<file path="src/rtl/ex_ctrl_pkg.sv">
// ex_ctrl_pkg: shared types, forwarding selects and ALUop codes for the EX stage controller.
package ex_ctrl_pkg;
  typedef enum logic [1:0] {RUN, DRAIN, WAIT_TGT} ctrl_state_t;
  localparam logic [1:0] FWD_RF  = 2'b00;
  localparam logic [1:0] FWD_MEM = 2'b01;
  localparam logic [1:0] FWD_WB  = 2'b10;
  localparam logic [3:0] ALUOP_BRANCH = 4'd1;
  localparam logic [3:0] ALUOP_JAL    = 4'd6;
  localparam logic [3:0] ALUOP_JALR   = 4'd7;
  function automatic logic [1:0] fwd_sel(input logic [4:0] rs, input logic [4:0] mem_rd, input logic mem_we,
                                         input logic [4:0] wb_rd, input logic wb_we);
    return (mem_we && mem_rd != 5'd0 && mem_rd == rs) ? FWD_MEM :
           (wb_we && wb_rd != 5'd0 && wb_rd == rs) ? FWD_WB : FWD_RF;
  endfunction
endpackage

</file>
<file path="src/rtl/ex_stage_ctrl_fwd.sv">
// ex_fwd_unit: combinational operand forwarding for ALU inputs A and B (MEM over WB, x0 never forwarded).
module ex_fwd_unit
  import ex_ctrl_pkg::*;
(
  input  logic [4:0] i_ex_rs1,
  input  logic [4:0] i_ex_rs2,
  input  logic [4:0] i_mem_rd,
  input  logic       i_mem_regwrite,
  input  logic [4:0] i_wb_rd,
  input  logic       i_wb_regwrite,
  output logic [1:0] o_fwd_a,
  output logic [1:0] o_fwd_b
);
  assign o_fwd_a = fwd_sel(i_ex_rs1, i_mem_rd, i_mem_regwrite, i_wb_rd, i_wb_regwrite);
  assign o_fwd_b = fwd_sel(i_ex_rs2, i_mem_rd, i_mem_regwrite, i_wb_rd, i_wb_regwrite);
endmodule

</file>
<file path="src/rtl/ex_stage_ctrl.sv">
// ex_stage_ctrl: EX stage sequencing (load-use stall, redirect/drain/target wait, forwarding).
// Optional performance counters enabled by defining EX_CTRL_PERF_EN.
module ex_stage_ctrl
  import ex_ctrl_pkg::*;
#(
  parameter int FLUSH_DEPTH      = 2,
  parameter int REDIRECT_TIMEOUT = 15
) (
  input  logic        i_clk,
  input  logic        i_reset,
  input  logic        i_ex_valid,
  input  logic [31:0] i_ex_pc,
  input  logic [4:0]  i_ex_rs1,
  input  logic [4:0]  i_ex_rs2,
  input  logic [4:0]  i_ex_rd,
  input  logic        i_ex_memread,
  input  logic        i_id_valid,
  input  logic [4:0]  i_id_rs1,
  input  logic [4:0]  i_id_rs2,
  input  logic [4:0]  i_mem_rd,
  input  logic        i_mem_regwrite,
  input  logic [4:0]  i_wb_rd,
  input  logic        i_wb_regwrite,
  input  logic        i_resolve_valid,
  input  logic        i_resolve_taken,
  input  logic        i_resolve_jump,
  input  logic [31:0] i_resolve_target,
  output logic        o_ex_enable,
  output logic        o_stall_if_id,
  output logic        o_flush_id_ex,
  output logic        o_redirect_valid,
  output logic [31:0] o_redirect_pc,
  output logic [1:0]  o_fwd_a,
  output logic [1:0]  o_fwd_b,
  output logic        o_timeout,
  output logic [31:0] o_stall_cnt,
  output logic [31:0] o_flush_cnt
);
  localparam logic [2:0] DRAIN_INIT = 3'(FLUSH_DEPTH);
  localparam logic [7:0] TMO_LAST   = 8'(REDIRECT_TIMEOUT - 1);
  ctrl_state_t r_state, w_next;
  logic [2:0]  r_drain;
  logic [7:0]  r_tmo;
  logic [31:0] r_target;
  logic        r_redirect_valid, r_timeout;
  logic [1:0]  w_fwd_a, w_fwd_b;
  logic        w_load_use, w_take, w_match, w_ex_en, w_stall, w_flush;
  ex_fwd_unit u_fwd (
    .i_ex_rs1(i_ex_rs1), .i_ex_rs2(i_ex_rs2),
    .i_mem_rd(i_mem_rd), .i_mem_regwrite(i_mem_regwrite),
    .i_wb_rd(i_wb_rd), .i_wb_regwrite(i_wb_regwrite),
    .o_fwd_a(w_fwd_a), .o_fwd_b(w_fwd_b)
  );
  assign w_load_use = i_ex_valid && i_ex_memread && i_ex_rd != 5'd0 && i_id_valid &&
                      (i_ex_rd == i_id_rs1 || i_ex_rd == i_id_rs2);
  assign w_take  = i_resolve_valid && (i_resolve_taken || i_resolve_jump);
  assign w_match = i_ex_valid && i_ex_pc == r_target;
  always_comb begin
    w_next  = r_state;
    w_ex_en = 1'b0;
    w_stall = 1'b0;
    w_flush = 1'b0;
    case (r_state)
      RUN: begin
        w_ex_en = i_ex_valid;
        w_stall = w_load_use;
        w_flush = w_load_use;
        w_next  = w_take ? DRAIN : RUN;
      end
      DRAIN: begin
        w_flush = 1'b1;
        w_next  = (r_drain == 3'd1) ? WAIT_TGT : DRAIN;
      end
      WAIT_TGT: begin
        w_ex_en = w_match;
        w_next  = (w_match || r_tmo == TMO_LAST) ? RUN : WAIT_TGT;
      end
      default: w_next = RUN;
    endcase
  end
  always_ff @(posedge i_clk) begin
    if (i_reset) begin
      r_state          <= RUN;
      r_drain          <= 3'd0;
      r_tmo            <= 8'd0;
      r_target         <= 32'd0;
      r_redirect_valid <= 1'b0;
      r_timeout        <= 1'b0;
    end else begin
      r_state          <= w_next;
      r_redirect_valid <= r_state == RUN && w_take;
      if (r_state == RUN && w_take) begin
        r_target <= i_resolve_target;
        r_drain  <= DRAIN_INIT;
      end else if (r_state == DRAIN) begin
        r_drain <= r_drain - 3'd1;
      end
      // zero outside WAIT_TGT so each wait starts counting afresh
      r_tmo <= (r_state == WAIT_TGT) ? r_tmo + 8'd1 : 8'd0;
      if (r_state == WAIT_TGT && !w_match && r_tmo == TMO_LAST) r_timeout <= 1'b1;
    end
  end
  assign o_ex_enable      = !i_reset && w_ex_en;
  assign o_stall_if_id    = !i_reset && w_stall;
  assign o_flush_id_ex    = !i_reset && w_flush;
  assign o_fwd_a          = i_reset ? FWD_RF : w_fwd_a;
  assign o_fwd_b          = i_reset ? FWD_RF : w_fwd_b;
  assign o_redirect_valid = r_redirect_valid;
  assign o_redirect_pc    = r_target;
  assign o_timeout        = r_timeout;
`ifdef EX_CTRL_PERF_EN
  logic [31:0] r_stall_cnt, r_flush_cnt;
  always_ff @(posedge i_clk) begin
    if (i_reset) begin
      r_stall_cnt <= 32'd0;
      r_flush_cnt <= 32'd0;
    end else begin
      r_stall_cnt <= r_stall_cnt + {31'd0, o_stall_if_id};
      r_flush_cnt <= r_flush_cnt + {31'd0, o_flush_id_ex};
    end
  end
  assign o_stall_cnt = r_stall_cnt;
  assign o_flush_cnt = r_flush_cnt;
`else
  assign o_stall_cnt = 32'd0;
  assign o_flush_cnt = 32'd0;
`endif
endmodule

</file>
<file path="config.mk">
export PLATFORM = sky130hd
export DESIGN_NAME = ex_stage_ctrl
export DESIGN_NICKNAME = d
export VERILOG_FILES = /design/src/rtl/ex_ctrl_pkg.sv /design/src/rtl/ex_stage_ctrl_fwd.sv /design/src/rtl/ex_stage_ctrl.sv
export SDC_FILE = /design/constraint.sdc
export NUM_CORES = 1
export LEC_CHECK = 0
export ABC_AREA = 0
export BUFFER_PORTS_ARGS = -buffer_cell sky130_fd_sc_hd__buf_2
export CAP_MARGIN = 30
export CELL_PAD_IN_SITES_DETAIL_PLACEMENT = 1
export CELL_PAD_IN_SITES_GLOBAL_PLACEMENT = 1
export CORE_MARGIN = 10
export CORE_UTILIZATION = 28
export CTS_CLUSTER_SIZE = 20
export DETAILED_ROUTE_END_ITERATION = 16
export PLACE_DENSITY = 0.81
export SYNTH_ARGS = -nofsm -noshare
export SYNTH_HDL_FRONTEND = slang
export SYNTH_SLANG_ARGS = --single-unit
</file>
<file path="constraint.sdc">
create_clock -name i_clk -period 2.15 [get_ports i_clk]
set_input_delay 0.1075 -clock i_clk [delete_from_list [all_inputs] [get_ports i_clk]]
set_output_delay 0.1075 -clock i_clk [all_outputs]
set_load 0.005 [all_outputs]
</file>
==> results.json <==
{
  "status": "completed",
  "crit_fanout": 3,
  "p_sw_frac": 0.297,
  "num_vias": 2853,
  "wl_mm": 11.1,
  "synthXorXnorAreaFrac": 0.203,
  "p_total_uw": 2130,
  "insertion_delay_ns": 0.30,
  "nFillCells": 1368,
  "startpoint_type": "flip-flop",
  "finalSetupTns_ns": 0,
  "cp.required_ns": 2.04,
  "hold_viol": 0,
  "fin_hold_ws_ns": 0.0416,
  "wl_per_cell_um": 16.6,
  "drv_slew": 0,
  "power_frac_seq": 0.455,
  "period_minus_slack_ns": 1.89,
  "firstDrtPassIters": 4,
  "root_buffer": "clkbuf_8",
  "rows": 37,
  "syn_avg_cell_area_um2": 7.94,
  "synth_compound_area_frac": 0.0859,
  "ys_types": 33,
  "ant_nets": 0,
  "postCtsSetupRepairBufs": 0,
  "drv_cap": 0,
  "fmax_ghz": 0.530,
  "die_h_um": 124,
  "tritoncts": "built",
  "cts.path.max_buffers": 2,
  "die_area_mm2": 0.0153,
  "final_cell_mix": "149 x buf_2, 72 x nand2_1, 64 x conb_1",
  "muxShareOfSynthArea": 0,
  "min_path_type": "in -> reg",
  "die_width_um": 124,
  "numPortBuffers": 149,
  "num_io_pins": 214,
  "via_per_inst": 4.30,
  "area_growth_syn_to_layout_pct": 25.4,
  "drt_first_iter_violations": 105,
  "power_frac_comb": 0.241,
  "synth_seq_area_share": 0.312,
  "clkSinkCount": 47,
  "cell_internal_pwr_uw": 1500,
  "grt_pass1_wl_mm": 16.3,
  "switching_power_uw": 631,
  "drc": 0,
  "cts_buffers": 5,
  "grt_max_degree": 40,
  "gp_congestion": 0.830,
  "path_clk_slew_ns": 0.09,
  "htree_levels": 2,
  "gr-total-overflow": 0,
  "core_mm2": 0.0104,
  "antenna_found_initial": 1,
  "p_leak_uw": 0.00174,
  "start_util": 0.289,
  "ys_warn_count": 0,
  "syn_area_mm2": 0.00302,
  "final_common_cell": "buf_2",
  "grt_pass1_vias": 3267,
  "critPathKind": "reg -> out",
  "powerDensity_mw_per_mm2": 563,
  "synth_fa_ha_area_frac": 0.0166,
  "ys_ff_latch": 47,
  "layout-drive-gt1-share": 0.317,
  "nets": 639,
  "grt_usage": 0.132,
  "synth_top_family_by_area": "XOR/XNOR gates",
  "netlist_instances": 380,
  "cts_hold_buf": 0,
  "ir_drop_mv": 0.282,
  "clkPwrFrac": 0.304,
  "finalCritPeriodShare": 0.878,
  "setup.worst_path.end_class": "primary output",
  "setup_viol": 0,
  "rsz0062_at_grt": "false",
  "synth_simple_gate_area_share": 0.198,
  "critPathArrivalTime_ns": 1.78,
  "cts_resized": 0,
  "dp_hpwl_mm": 9.44,
  "finClkSkew_ns": 0.00460
}
-- synth_stat cells (all sizes together) --
master / number / share of area
o211ai: 1 / 0.0025
clkbuf: 10 / 0.012
ha: 4 / 0.017
o21ai: 5 / 0.0095
xnor2: 50 / 0.15
nor2: 15 / 0.019
a21oi: 35 / 0.058
nand2: 73 / 0.092
and3: 2 / 0.0041
o211a: 1 / 0.0033
a211o: 1 / 0.0029
a41o: 1 / 0.0033
or4: 5 / 0.012
dfxtp: 47 / 0.31
a31oi: 2 / 0.0041
nor2b: 2 / 0.0041
inv: 5 / 0.0062
xor2: 20 / 0.058
buf: 67 / 0.16
nor4: 7 / 0.019
nand3: 7 / 0.012
conb: 1 / 0.0012
nor3: 9 / 0.017
o22ai: 1 / 0.0021
nand4: 8 / 0.017
or4b: 1 / 0.0033
-- logic make-up after synthesis --
kind of cell    Yosys count
xor+xnor                 70
other cells               1
compound gates           47
flops                    47
simple gates            129
fa+ha+maj                 4
buf+inv                  82
-- state kept, by name, summed over array words and instances, names as in the netlist --
name              count
o_redirect_pc        32
o_redirect_valid      1
o_timeout             1
r_drain               3
r_state               2
r_tmo                 8
-- worst paths after layout --
kind,from,slack (ns),endpoint,depth (start not counted)
setup reg to reg,r_tmo[0],0.40,r_state[1],6
hold / removal,i_resolve_target[5],0.04,o_redirect_pc[5],3
hold reg to reg,r_tmo[0],0.46,r_tmo[0],1
setup / recovery,o_redirect_pc[30],0.26,o_ex_enable,6
-- worst max-delay path: stages, from the launching register on --
cell and delay, ns:
dfxtp_1 0.38, xnor2_1 0.14, nand4_1 0.15, nor4_2 0.36, nand2_1 0.16, a21oi_1 0.17
buf_2 0.14
-- metal layers --
metal / vias to the layer above / track usage / share of wire
li1: 1410 / - / -
met1: 1341 / 0.134 / 0.35
met2: 96 / 0.254 / 0.56
met3: 6 / 0.0425 / 0.081
met4: 0 / 0.0335 / 0.0090
met5: - / 0 / 0
-- layout make-up --
type	count	area, um2	area share
tap	136	170	0.0450
clock buffer	5	68.8	0.0182
sequential	47	941	0.249
multi-input combinational	314	1770	0.467
timing repair buffer	153	776	0.205
antenna	2	5.00	0.00132
clock inverter	2	37.5	0.00992
inverter	5	18.8	0.00496
-- power groups by stage --
stage / registers [uW] / logic, uW / clock network, uW
after CTS: 968 / 515 / 664
after floorplan: 984 / 355 / 0
final: 967 / 514 / 647
after detailed placement: 988 / 512 / 0
after global routing: 976 / 580 / 710
after global placement: 982 / 497 / 0
-- metrics by stage --
stage                     utilization  setup WS, ns  std cells  area (um2)
final                           0.363         0.262        664        3780
after detailed placement        0.352         0.407        655        3660
after floorplan                     -         0.547        443        3250
after global routing            0.363        0.0641        663        3780
after global placement          0.352         0.487        655        3660
after CTS                       0.362         0.113        662        3770
(Power assumes the default switching activity.)
